`src/rtl/food_placer_if.sv`:
```
// Signal bundle between food_placer and its neighbours: random source,
// body tracker (occupancy map) and the display/collision consumer.
interface food_placer_if;
  logic        eat;
  logic [2:0]  rnd_y;
  logic [7:0]  rnd_x;
  logic [63:0] body_map;
  logic        rnd_req;
  logic [2:0]  food_y;
  logic [7:0]  food_x;
  logic        food_valid;
  logic        busy;
  logic        board_full;

  modport slave (
    input  eat, rnd_y, rnd_x, body_map,
    output rnd_req, food_y, food_x, food_valid, busy, board_full
  );

  modport master (
    output eat, rnd_y, rnd_x, body_map,
    input  rnd_req, food_y, food_x, food_valid, busy, board_full
  );
endinterface

```
`src/rtl/food_placer.sv`:
```
// Food placement controller: bounded random draws against the snake body,
// then a deterministic row-major scan, then a sticky board-full state.
//
// state | meaning
// IDLE  | food committed (or reset default); waiting for eat
// DRAW  | consume one random candidate (rnd_req high)
// CHECK | test latched candidate against body_map
// SCAN  | test cell scan_idx, one per cycle
// FULL  | no free cell; terminal until reset
module food_placer #(
  parameter int MAX_TRIES = 16
) (
  input  logic            clk,
  input  logic            reset,
  food_placer_if.slave    bus
);

  typedef enum logic [2:0] {IDLE, DRAW, CHECK, SCAN, FULL} state_t;

  localparam logic [5:0] LAST_TRY = 6'(MAX_TRIES - 1);

  state_t      state_q, state_d;
  logic [2:0]  cand_y_q, cand_y_d;
  logic [7:0]  cand_x_q, cand_x_d;
  logic [5:0]  try_cnt_q, try_cnt_d;
  logic [5:0]  scan_idx_q, scan_idx_d;
  logic [2:0]  food_y_q, food_y_d;
  logic [7:0]  food_x_q, food_x_d;
  logic        food_valid_q, food_valid_d;
  logic        busy_q, busy_d;
  logic        board_full_q, board_full_d;

  logic [7:0]  cand_row;
  logic        cand_onehot;
  logic        cand_hit;

  // With a one-hot column, the AND against the row isolates the single cell.
  assign cand_row    = bus.body_map[{cand_y_q, 3'b000} +: 8];
  assign cand_onehot = (cand_x_q != 8'd0) && ((cand_x_q & (cand_x_q - 8'd1)) == 8'd0);
  assign cand_hit    = cand_onehot && ((cand_row & cand_x_q) == 8'd0);

  always_ff @(posedge clk or posedge reset) begin
    if (reset) begin
      state_q      <= IDLE;
      cand_y_q     <= 3'd0;
      cand_x_q     <= 8'd0;
      try_cnt_q    <= 6'd0;
      scan_idx_q   <= 6'd0;
      food_y_q     <= 3'b011;
      food_x_q     <= 8'b0100_0000;
      food_valid_q <= 1'b1;
      busy_q       <= 1'b0;
      board_full_q <= 1'b0;
    end else begin
      state_q      <= state_d;
      cand_y_q     <= cand_y_d;
      cand_x_q     <= cand_x_d;
      try_cnt_q    <= try_cnt_d;
      scan_idx_q   <= scan_idx_d;
      food_y_q     <= food_y_d;
      food_x_q     <= food_x_d;
      food_valid_q <= food_valid_d;
      busy_q       <= busy_d;
      board_full_q <= board_full_d;
    end
  end

  always_comb begin
    state_d      = state_q;
    cand_y_d     = cand_y_q;
    cand_x_d     = cand_x_q;
    try_cnt_d    = try_cnt_q;
    scan_idx_d   = scan_idx_q;
    food_y_d     = food_y_q;
    food_x_d     = food_x_q;
    food_valid_d = food_valid_q;
    busy_d       = busy_q;
    board_full_d = board_full_q;

    case (state_q)
      IDLE: begin
        if (bus.eat) begin
          food_valid_d = 1'b0;
          busy_d       = 1'b1;
          try_cnt_d    = 6'd0;
          state_d      = DRAW;
        end
      end
      DRAW: begin
        cand_y_d = bus.rnd_y;
        cand_x_d = bus.rnd_x;
        state_d  = CHECK;
      end
      CHECK: begin
        if (cand_hit) begin
          food_y_d     = cand_y_q;
          food_x_d     = cand_x_q;
          food_valid_d = 1'b1;
          busy_d       = 1'b0;
          state_d      = IDLE;
        end else if (try_cnt_q == LAST_TRY) begin
          scan_idx_d = 6'd0;
          state_d    = SCAN;
        end else begin
          try_cnt_d = try_cnt_q + 6'd1;
          state_d   = DRAW;
        end
      end
      SCAN: begin
        if (!bus.body_map[scan_idx_q]) begin
          food_y_d     = scan_idx_q[5:3];
          food_x_d     = 8'b1 << scan_idx_q[2:0];
          food_valid_d = 1'b1;
          busy_d       = 1'b0;
          state_d      = IDLE;
        end else if (scan_idx_q == 6'd63) begin
          board_full_d = 1'b1;
          busy_d       = 1'b0;
          state_d      = FULL;
        end else begin
          scan_idx_d = scan_idx_q + 6'd1;
        end
      end
      FULL:    state_d = FULL;
      default: state_d = IDLE;
    endcase
  end

  assign bus.rnd_req    = (state_q == DRAW);
  assign bus.food_y     = food_y_q;
  assign bus.food_x     = food_x_q;
  assign bus.food_valid = food_valid_q;
  assign bus.busy       = busy_q;
  assign bus.board_full = board_full_q;

endmodule
```
`src/flat_wrapper.sv`:
```
// flat-port wrapper written by rule: the top's interface ports become plain ports
module food_placer_flat 
#(
  parameter int MAX_TRIES = 16
)
  (clk, reset, bus_eat, bus_rnd_y, bus_rnd_x, bus_body_map, bus_rnd_req, bus_food_y, bus_food_x, bus_food_valid, bus_busy, bus_board_full);
  food_placer_if bus_i ();
  input  logic clk;
  input  logic reset;
  input wire logic [$bits(bus_i.eat)-1:0] bus_eat;
  input wire logic [$bits(bus_i.rnd_y)-1:0] bus_rnd_y;
  input wire logic [$bits(bus_i.rnd_x)-1:0] bus_rnd_x;
  input wire logic [$bits(bus_i.body_map)-1:0] bus_body_map;
  output wire logic [$bits(bus_i.rnd_req)-1:0] bus_rnd_req;
  output wire logic [$bits(bus_i.food_y)-1:0] bus_food_y;
  output wire logic [$bits(bus_i.food_x)-1:0] bus_food_x;
  output wire logic [$bits(bus_i.food_valid)-1:0] bus_food_valid;
  output wire logic [$bits(bus_i.busy)-1:0] bus_busy;
  output wire logic [$bits(bus_i.board_full)-1:0] bus_board_full;
  assign bus_i.eat = bus_eat;
  assign bus_i.rnd_y = bus_rnd_y;
  assign bus_i.rnd_x = bus_rnd_x;
  assign bus_i.body_map = bus_body_map;
  assign bus_rnd_req = bus_i.rnd_req;
  assign bus_food_y = bus_i.food_y;
  assign bus_food_x = bus_i.food_x;
  assign bus_food_valid = bus_i.food_valid;
  assign bus_busy = bus_i.busy;
  assign bus_board_full = bus_i.board_full;
  food_placer #(.MAX_TRIES(MAX_TRIES)) u_core (.clk(clk), .reset(reset), .bus(bus_i));
endmodule
```
`config.mk`:
```
export PLATFORM = sky130hd
export DESIGN_NAME = food_placer_flat
export DESIGN_NICKNAME = d
export VERILOG_FILES = /design/src/rtl/food_placer_if.sv /design/src/rtl/food_placer.sv /design/src/flat_wrapper.sv
export SDC_FILE = /design/constraint.sdc
export NUM_CORES = 1
export LEC_CHECK = 0
export CORE_MARGIN = 1.5
export CORE_UTILIZATION = 53
export CTS_CLUSTER_DIAMETER = 30
export CTS_CLUSTER_SIZE = 10
export DETAILED_ROUTE_END_ITERATION = 8
export PLACE_DENSITY_LB_ADDON = 0.05
export SLEW_MARGIN = 20
export SYNTH_ARGS = -nofsm -noshare
export SYNTH_HDL_FRONTEND = slang
export SYNTH_SLANG_ARGS = --single-unit
export TNS_END_PERCENT = 100
```
`constraint.sdc`:
```
create_clock -name clk -period 5.8 [get_ports clk]
set_clock_uncertainty 0.15 [all_clocks]
set_input_delay 0.58 -clock clk [delete_from_list [all_inputs] [get_ports clk]]
set_output_delay 0.58 -clock clk [all_outputs]
set_load 0.05 [all_outputs]
```
==> impl_metrics.yaml, run 1 <==
status:
  status: "complete, no violations"
cells_and_area:
  drive_above_1_share_pct: 19.1
  multi_input_area_um2: 2130
  layout_commonest_cell: "clkdlybuf4s50_1"
  regArea_um2: 1010
  final_cell_mix: "clkdlybuf4s50_1, dfrtp_1, nand2_1"
  final_nets: 467
  diodes: 0
  fillers: 442
  syn_to_final_growth_pct: 31.5
  finalNonFillerCells: 458
clock_network:
  cts_buffer_depth: 2
  postCtsSetupRepairBufs: 0
  cts_inserted_buffers: 5
  cts_resized: 0
  cts_max_level: 2
  clkSinkCount: 40
  clk_latency_ns: 0.30
  cts_tree: "yes"
  clk_pin_slew_ns: 0.07
  cts_hold_buf: 0
  root_buffer: "clkbuf_8"
hold_path:
  hold_class: "reg -> reg"
floorplan:
  coreArea_um2: 5960
  start_util_pct: 55.4
  die_h_um: 81.9
  die_w_um: 81.9
  io_pins: 93
  fp.dieArea_um2: 6710
  placementRows: 28
power:
  p_per_area_nw_per_um2: 475
  netSwitchingPower_uw: 933
  swShare_pct: 45.3
  pwr-share-clk_pct: 9.9
  ir_worst_vdd_v: 0.000394
  pwr-share-comb_pct: 59.3
  p_int_uw: 1130
  seqPwrFrac_pct: 30.8
  p_leak_uw: 0.00173
timing:
  tightest_slew_ns: 1.01
  setup_tns_ns: 0
  fin_crit_sh_pct: 68.3
  rsz0062_at_grt: "no"
  final.min_clock_period_ns: 3.96
  maxSlewHeadroom_pct: 32.7
  hold_viol: 0
  fmax_mhz: 253
  drv_slew: 0
  finalSetupViolations: 0
synthesis:
  mappedNetlistArea_um2: 3300
  synthArstFlopShare_pct: 100
  yosys_warnings: 0
  yosys-mux-area-fraction_pct: 32.4
  synth-simple-area-share_pct: 14.0
  synth_compound_area_share_pct: 15.0
  yosysSeqAreaShare_pct: 30.5
  synth_ff_type: "dfrtp_1"
  synth_top_family_by_area: "multiplexers"
  synth.distinct_cells: 60
  syn_nets: 383
  synth_seq_cells: 40
  syn_area_per_cell_um2: 11.1
  synth_adder_area_share_pct: 2.65
  synthCells: 298
  synth_edf_count: 0
  synth-xor-area-share_pct: 0
global_route:
  overflow: 0
  grtUsageMet2_pct: 46.6
  use_met1_pct: 38.3
  top_usage_layer: "met2"
  grt_pass1_wl_um: 13900
  grt_util_met3_pct: 4.11
  first_global_vias: 2782
  grt_max_degree: 41
  track_usage_pct: 28.0
  antenna_found_initial: 0
routing:
  vias_per_cell: 6.17
  drt-total-wl_um: 8760
  drc: 0
  vias: 2824
  detail-route-antenna-nets: 0
  drt_pre_antenna_iters: 4
  wire_per_inst_um: 19.1
  drtIter0Drc: 168
placed_design:
  gp_routability_congestion: 0.828
  io_buffer_count: 92
  dp_cells: 450
  place.detailed.hpwl_um: 6850
setup_path:
  critPathArrivalTime_ns: 3.99
  critPathCaptureType: "flip-flop"
  ff2ff_setup_slack_ns: 1.84
  critical_path_required_ns: 5.83
  critPathKind: "reg -> reg"
  worst_setup_path_start_kind: "flip-flop"
  cp_max_fo: 21
flow_run:
  max_cap_violations: 0
[stage by stage]
| stage | area, µm² | worst slack, ns | total power (µW) | hold WS [ns] | utilization (%) |
|---|---|---|---|---|---|
| global placement | 4230 | 1.69 | 1820 | 0.317 | 71.1 |
| detailed placement | 4230 | 1.53 | 1840 | 0.326 | 71.1 |
| global route | 4340 | 1.51 | 2190 | 0.360 | 72.9 |
| floorplan | 3300 | 3.02 | 1530 | 0.331 | - |
| CTS | 4330 | 1.51 | 2050 | 0.346 | 72.7 |
| finish | 4340 | 1.84 | 2060 | 0.342 | 72.9 |
[final cells by class]
type,instances,area share [%]
Tap cell,75,2.16
Clock buffer,8,2.31
Sequential cell,40,23.2
Inverter,18,1.56
Timing Repair Buffer,95,21.7
Multi-Input combinational cell,222,49.0
[critical path, stage by stage, from the launching register on]
cell and delay, ns:
dfrtp_1 1.01, mux4_1 0.67, a22oi_1 0.26, o2111ai_1 0.21
nor2_1 0.23, a21oi_2 0.15, a211oi_4 0.74, mux2_2 0.42
[per-layer routing]
layer | wire length (µm) | share of wire [%] | up-vias
met5 | 0 | 0 | -
met4 | 87 | 0.99 | 0
met3 | 546 | 6.2 | 10
met2 | 4380 | 50 | 113
met1 | 3750 | 43 | 1380
li1 | - | - | 1321
[flip-flops by register name, summed over array words and instances (netlist names), 3 cells and up]
register and cells:
u_core.bus.food_x 8, u_core.try_cnt_q 6, u_core.scan_idx_q 6, u_core.state_q 3, u_core.cand_x_q 8, u_core.bus.food_y 3, u_core.cand_y_q 3
[worst paths after layout]
| kind | from | end | cells after the start |
|---|---|---|---|
| setup reg to reg | u_core.cand_y_q[1] | u_core.bus.food_x[7] | 7 |
| hold reg to reg | u_core.bus.board_full | u_core.bus.board_full | 1 |
| hold / removal | u_core.bus.board_full | u_core.bus.board_full | 1 |
| min in group asynchronous | reset | u_core.bus.food_x[2] | 3 |
| max in group asynchronous | reset | u_core.bus.food_y[0] | 3 |
| setup / recovery | u_core.cand_y_q[1] | u_core.bus.food_x[7] | 7 |
[cells by family (layout without fill, tap and decap cells)]
group / after synthesis / count (layout)
multiplexers: 64 / 64
adder cells (fa/ha/maj): 7 / 7
flip-flops: 40 / 40
buffers and inverters: 36 / 121
AND/OR/NAND/NOR: 84 / 84
AO/OA/AOI/OAI: 67 / 67
[synth_stat cells (all sizes together), types with 2 or more instances]
| master | count | area share, % |
|---|---|---|
| a21o | 5 | 1.1 |
| a21oi | 9 | 1.5 |
| mux4 | 25 | 19 |
| o22a | 2 | 0.61 |
| mux2i | 12 | 3.6 |
| a22oi | 3 | 0.68 |
| nor2b | 8 | 1.5 |
| nand3 | 8 | 1.2 |
| dfrtp | 36 | 27 |
| and3 | 2 | 0.38 |
| a211oi | 4 | 1.2 |
| dfstp | 4 | 3.2 |
| mux2 | 27 | 10 |
| inv | 18 | 2.0 |
| clkbuf | 8 | 1.2 |
| nand4 | 4 | 0.76 |
| a31oi | 3 | 0.57 |
| o2111ai | 2 | 0.53 |
| o221ai | 5 | 1.3 |
| buf | 10 | 2.2 |
| and2 | 7 | 1.3 |
| a31o | 2 | 0.53 |
| or3b | 2 | 0.61 |
| nand2b | 2 | 0.38 |
| nor4 | 4 | 1.4 |
| o22ai | 2 | 0.38 |
| nand2 | 22 | 2.5 |
| nor2 | 15 | 1.7 |
| ha | 7 | 2.7 |
| o21ai | 16 | 2.4 |
| o32a | 2 | 0.68 |
| a22o | 4 | 1.1 |
| nor3 | 3 | 0.45 |
[power by group through the flow]
stage          combinational [µW]  clock (µW)  sequential, µW
5_1_grt                      1310         221             662
4_1_cts                      1210         209             629
6_report                     1220         205             633
2_1_floorplan                 920           0             607
3_3_place_gp                 1190           0             627
3_5_place_dp                 1210           0             634
Note: power is estimated with default switching activity, not from simulation.
==> inputs of run 2 (changes only) <==
--- a/config.mk
+++ b/config.mk
@@ -6,7 +6,7 @@
 export NUM_CORES = 1
 export LEC_CHECK = 0
 export CORE_MARGIN = 1.5
-export CORE_UTILIZATION = 53
+export CORE_UTILIZATION = 44
 export CTS_CLUSTER_DIAMETER = 30
 export CTS_CLUSTER_SIZE = 10
 export DETAILED_ROUTE_END_ITERATION = 8
==> constraint.sdc (replaced) <==
create_clock -name clk -period 3.2 [get_ports clk]
set_clock_uncertainty 0.15 [all_clocks]
set_input_delay 0.32 -clock clk [delete_from_list [all_inputs] [get_ports clk]]
set_output_delay 0.32 -clock clk [all_outputs]
set_load 0.05 [all_outputs]
==> run 2 against run 1 <==
Net effect:
- combinational power rose by 110%
- maximum frequency rose by 31%
- non-clock buffer count rose by 14
- via count rose by 0.57%
- register-to-register slack got worse by 1.7 ns
- final cell count rose by 8.3%
- routed wire length rose by 1.9%
- count of clock-buffer cells in the layout fell by 1
- largest power group unchanged
- clock power rose by 58%
- core utilization fell by 11 points
==> impl_metrics.yaml, run 2 (synthesis gave the netlist of run 1 again) <==
setup_path:
  critPathCaptureType: "flip-flop"
  critPathTopFamily: "multiplexers"
  cp-endpoint: "u_core.bus.food_x[7]"
  path_cells: "buf_12 > mux4_1 > a22oi_1 > o2111ai_2 > nor2_2 > a21oi_2 > a211oi_2 > buf_12 > mux2_2"
  worst_r2r_path_depth: 9
  max_stage_delay_ns: 0.59
  critical_path_required_ns: 3.23
  cp_slowest_cell: "mux4_1"
  cpMostUsedCell: "buf_12"
  critPathArrivalTime_ns: 3.04
  cp_max_fo: 15
  critPathKind: "reg -> reg"
  worstSetupPathDepth: 9
  startpoint: "u_core.cand_y_q[1]"
  worstReg2RegStart: "u_core.cand_y_q[1]"
  worst_setup_path_start_kind: "flip-flop"
  ff2ff_setup_slack_ns: 0.18
  path_buf_inv: 2
  r2r_end: "u_core.bus.food_x[7]"
cells_and_area:
  drive_above_1_share_pct: 22.7
  final_cell_mix: "clkdlybuf4s50_1, dfrtp_1, nand2_1"
  syn_to_final_growth_pct: 36.2
  regArea_um2: 1010
  utilization_pct: 62.0
  finalNonFillerCells: 496
  diodes: 0
  layout_commonest_cell: "clkdlybuf4s50_1"
  final_nets: 481
  fillers: 617
  multi_input_area_um2: 2130
timing:
  setup_slack_ns: 0.183
  rsz0062_at_grt: "no"
  drv_slew: 0
  finalSetupViolations: 0
  hold_viol: 0
  maxSlewHeadroom_pct: 41.6
  fin_crit_sh_pct: 94.3
  final.min_clock_period_ns: 3.02
  tightest_slew_ns: 0.874
  fmax_mhz: 331
floorplan:
  placementRows: 31
  start_util_pct: 45.5
  die_h_um: 89.6
  io_pins: 93
  die_w_um: 89.6
  coreArea_um2: 7250
  fp.dieArea_um2: 8030
routing:
  drtIter0Drc: 178
  drc: 0
  drt_pre_antenna_iters: 4
  drt-total-wl_um: 8930
  vias_per_cell: 5.73
  wire_per_inst_um: 18.0
  vias: 2840
  detail-route-antenna-nets: 0
placed_design:
  place_ws_ns: -0.00820
  gp_routability_congestion: 0.805
  dp_cells: 488
  place.detailed.hpwl_um: 7310
  io_buffer_count: 92
power:
  total_power_uw: 3880
  ir_worst_vdd_v: 0.000485
  p_per_area_nw_per_um2: 864
  p_leak_uw: 0.00180
global_route:
  overflow: 0
  track_usage_pct: 24.1
  grt_pass1_wl_um: 14500
  first_global_vias: 2879
  grt_max_degree: 26
  antenna_found_initial: 0
clock_network:
  cts_tree: "yes"
  cts_hold_buf: 0
  clk_latency_ns: 0.29
  clk_pin_slew_ns: 0.08
  cts_max_level: 2
  cts_inserted_buffers: 5
  cts_buffer_depth: 2
  clkSinkCount: 40
  root_buffer: "clkbuf_8"
flow_run:
  max_cap_violations: 0
status:
  status: "complete, no violations"
hold_path:
  min_path_cells: 1
  hold_class: "reg -> reg"
## run 2: area by class of cell
cell class                      instances  area share [%]
Tap cell                               99            2.76
Inverter                               18            1.50
Multi-Input combinational cell        222            47.4
Timing Repair Buffer                  109            24.1
Sequential cell                        40            22.4
Clock buffer                            7            1.70
Clock inverter                          1           0.111
## run 2: how the worst min path moves through the flow
| stage | start | to |
|---|---|---|
| floorplan | bus_rnd_x[0] | u_core.cand_x_q[0] |
| CTS | u_core.bus.board_full | u_core.bus.board_full |
| global placement | u_core.bus.board_full | u_core.bus.board_full |
| finish | u_core.bus.board_full | u_core.bus.board_full |
| global route | u_core.bus.busy | u_core.bus.busy |
| detailed placement | u_core.bus.board_full | u_core.bus.board_full |
## run 2: per-stage QoR
step | setup TNS [ns] | hold WS [ns] | instance area [µm²]
finish | 0 | 0.341 | 4490
global route | 0 | 0.380 | 4490
CTS | 0 | 0.343 | 4480
detailed placement | -0.0163 | 0.321 | 4400
global placement | 0 | 0.314 | 4400
floorplan | 0 | 0.287 | 3300
## run 2: report_power, final
part | internal, µW | leakage, µW | switching (µW) | total, µW
logic | 1280 | 0.00126 | 1290 | 2570
clock network | 153 | 0.0000422 | 171 | 324
registers | 718 | 0.000498 | 268 | 986
total | 2160 | 0.00180 | 1730 | 3880
## run 2: per-layer routing
metal	global-route usage [%]	vias to the layer above	part of all wire [%]
li1	-	1351	-
met2	39.6	103	49
met3	3.75	15	5.4
met4	5.59	0	1.3
met5	0	-	0
met1	33.7	1371	44
## run 2: what timing repair did
item,CTS,global route
setup buffers,0,0
endpoints found under the setup margin,0,15
gates resized for setup,0,4
==> inputs of run 3 (changes only) <==
--- a/config.mk
+++ b/config.mk
@@ -5,8 +5,10 @@
 export SDC_FILE = /design/constraint.sdc
 export NUM_CORES = 1
 export LEC_CHECK = 0
+export CELL_PAD_IN_SITES_DETAIL_PLACEMENT = 1
+export CELL_PAD_IN_SITES_GLOBAL_PLACEMENT = 1
 export CORE_MARGIN = 1.5
-export CORE_UTILIZATION = 44
+export CORE_UTILIZATION = 34
 export CTS_CLUSTER_DIAMETER = 30
 export CTS_CLUSTER_SIZE = 10
 export DETAILED_ROUTE_END_ITERATION = 8
==> run 3 against run 2 <==
Net effect:
- count of clock-buffer cells in the layout is 2 lower
- combinational power is 7% higher
- maximum frequency is 1.0% lower
- power is 3.6% higher
- routed wire length is 21% higher
- highest routed layer unchanged
==> impl_metrics.yaml, run 3 (synthesis gave the netlist of run 1 again) <==
status:
  status: "complete, no violations"
cells_and_area:
  multi_input_area_um2: 2130
  diodes: 0
  finalNonFillerCells: 527
  design_area_um2: 4560
  final_nets: 482
  final_cell_mix: "clkdlybuf4s50_1, dfrtp_1, nand2_1"
  drive_above_1_share_pct: 22.9
  regArea_um2: 1010
  syn_to_final_growth_pct: 38.1
  fillers: 1045
  utilization_pct: 48.9
  layout_commonest_cell: "clkdlybuf4s50_1"
global_route:
  first_global_vias: 3042
  overflow: 0
  grt_max_degree: 41
  antenna_found_initial: 0
  grt_pass1_wl_um: 16900
  track_usage_pct: 22.0
setup_path:
  critPathCaptureType: "flip-flop"
  critPathKind: "reg -> reg"
  r2r_end: "u_core.bus.food_x[5]"
  worst_setup_path_start_kind: "flip-flop"
  cp-endpoint: "u_core.bus.food_x[5]"
  ff2ff_setup_slack_ns: 0.15
  worstReg2RegStart: "u_core.scan_idx_q[0]"
  critPathArrivalTime_ns: 3.09
  startpoint: "u_core.scan_idx_q[0]"
  critical_path_required_ns: 3.24
  cp_max_fo: 19
  worst_r2r_path_depth: 8
clock_network:
  cts_max_level: 2
  clk_latency_ns: 0.30
  clkSinkCount: 40
  cts_resized: 1
  cts_hold_buf: 0
  postCtsSetupRepairBufs: 0
  cts_inserted_buffers: 5
  cts_buffer_depth: 2
  root_buffer: "clkbuf_8"
  clk_pin_slew_ns: 0.09
  cts_tree: "yes"
floorplan:
  die_h_um: 102
  start_util_pct: 35.4
  placementRows: 35
  die_w_um: 102
  fp.dieArea_um2: 10300
  coreArea_um2: 9330
  io_pins: 93
placed_design:
  place.detailed.hpwl_um: 8680
  dp_cells: 519
  gp_routability_congestion: 0.801
  place_ws_ns: -0.0112
  io_buffer_count: 92
  place_area_um2: 4460
routing:
  drt-total-wl_um: 10800
  wire_per_inst_um: 20.5
  vias_per_cell: 5.42
  drtIter0Drc: 87
  detail-route-antenna-nets: 0
  vias: 2855
  drc: 0
  drt_pre_antenna_iters: 4
power:
  p_per_area_nw_per_um2: 883
  ir_worst_vdd_v: 0.000457
  p_leak_uw: 0.00182
timing:
  hold_viol: 0
  maxSlewHeadroom_pct: 53.3
  final.min_clock_period_ns: 3.05
  drv_slew: 0
  fin_crit_sh_pct: 95.3
  setup_slack_ns: 0.151
  fmax_mhz: 328
  setup_tns_ns: 0
  rsz0062_at_grt: "no"
  tightest_slew_ns: 0.700
  finalSetupViolations: 0
flow_run:
  max_cap_violations: 0
hold_path:
  hold_class: "in -> async"
run 3: cell types whose count changed in the layout (fill, tap and decap cells not counted), sizes merged:
| cell | previous run | this run |
|---|---|---|
| clkinv | 1 | 3 |
| clkdlybuf4s50 | 91 | 92 |
| clkbuf | 7 | 5 |
run 3: report_power, final:
part / leakage, µW / internal, µW / switching [µW]
clock: 0.0000479 / 152 / 193
sequential: 0.000498 / 718 / 220
combinational: 0.00127 / 1320 / 1420
total: 0.00182 / 2190 / 1830
run 3: routing by layer:
layer	share of wire (%)	vias to the layer above	track usage, %
li1	-	1355	-
met1	46	1440	29.7
met2	50	49	38.0
met3	2.8	11	2.69
met4	1.2	0	4.38
met5	0	-	0
run 3: worst min-delay path by stage:
| stage | start | end |
|---|---|---|
| finish | reset | u_core.bus.food_x[1] |
| global route | reset | u_core.bus.food_x[1] |
| CTS | reset | u_core.bus.food_x[1] |
| detailed placement | u_core.bus.board_full | u_core.bus.board_full |
| global placement | u_core.bus.board_full | u_core.bus.board_full |
| floorplan | bus_rnd_x[0] | u_core.cand_x_q[0] |
run 3: area by class of cell:
type                            instances  area share (%)
Multi-Input combinational cell        222            46.7
Timing Repair Buffer                  110            24.3
Sequential cell                        40            22.1
Tap cell                              129            3.54
Clock buffer                            5            1.51
Inverter                               18            1.48
Clock inverter                          3           0.412
run 3: critical path: stages (launching register included):
cell      delay (ns)
dfrtp_1         0.38
buf_12          0.18
mux4_2          0.56
and2_0          0.19
o41ai_2         0.43
nor2_1          0.18
a211oi_2        0.32
buf_12          0.19
mux2_2          0.34
run 3: per-stage QoR:
step | hold WS (ns) | power, µW
finish | 0.289 | 4020
global route | 0.333 | 4300
CTS | 0.300 | 4050
detailed placement | 0.311 | 3690
global placement | 0.311 | 3650
floorplan | 0.287 | 2770
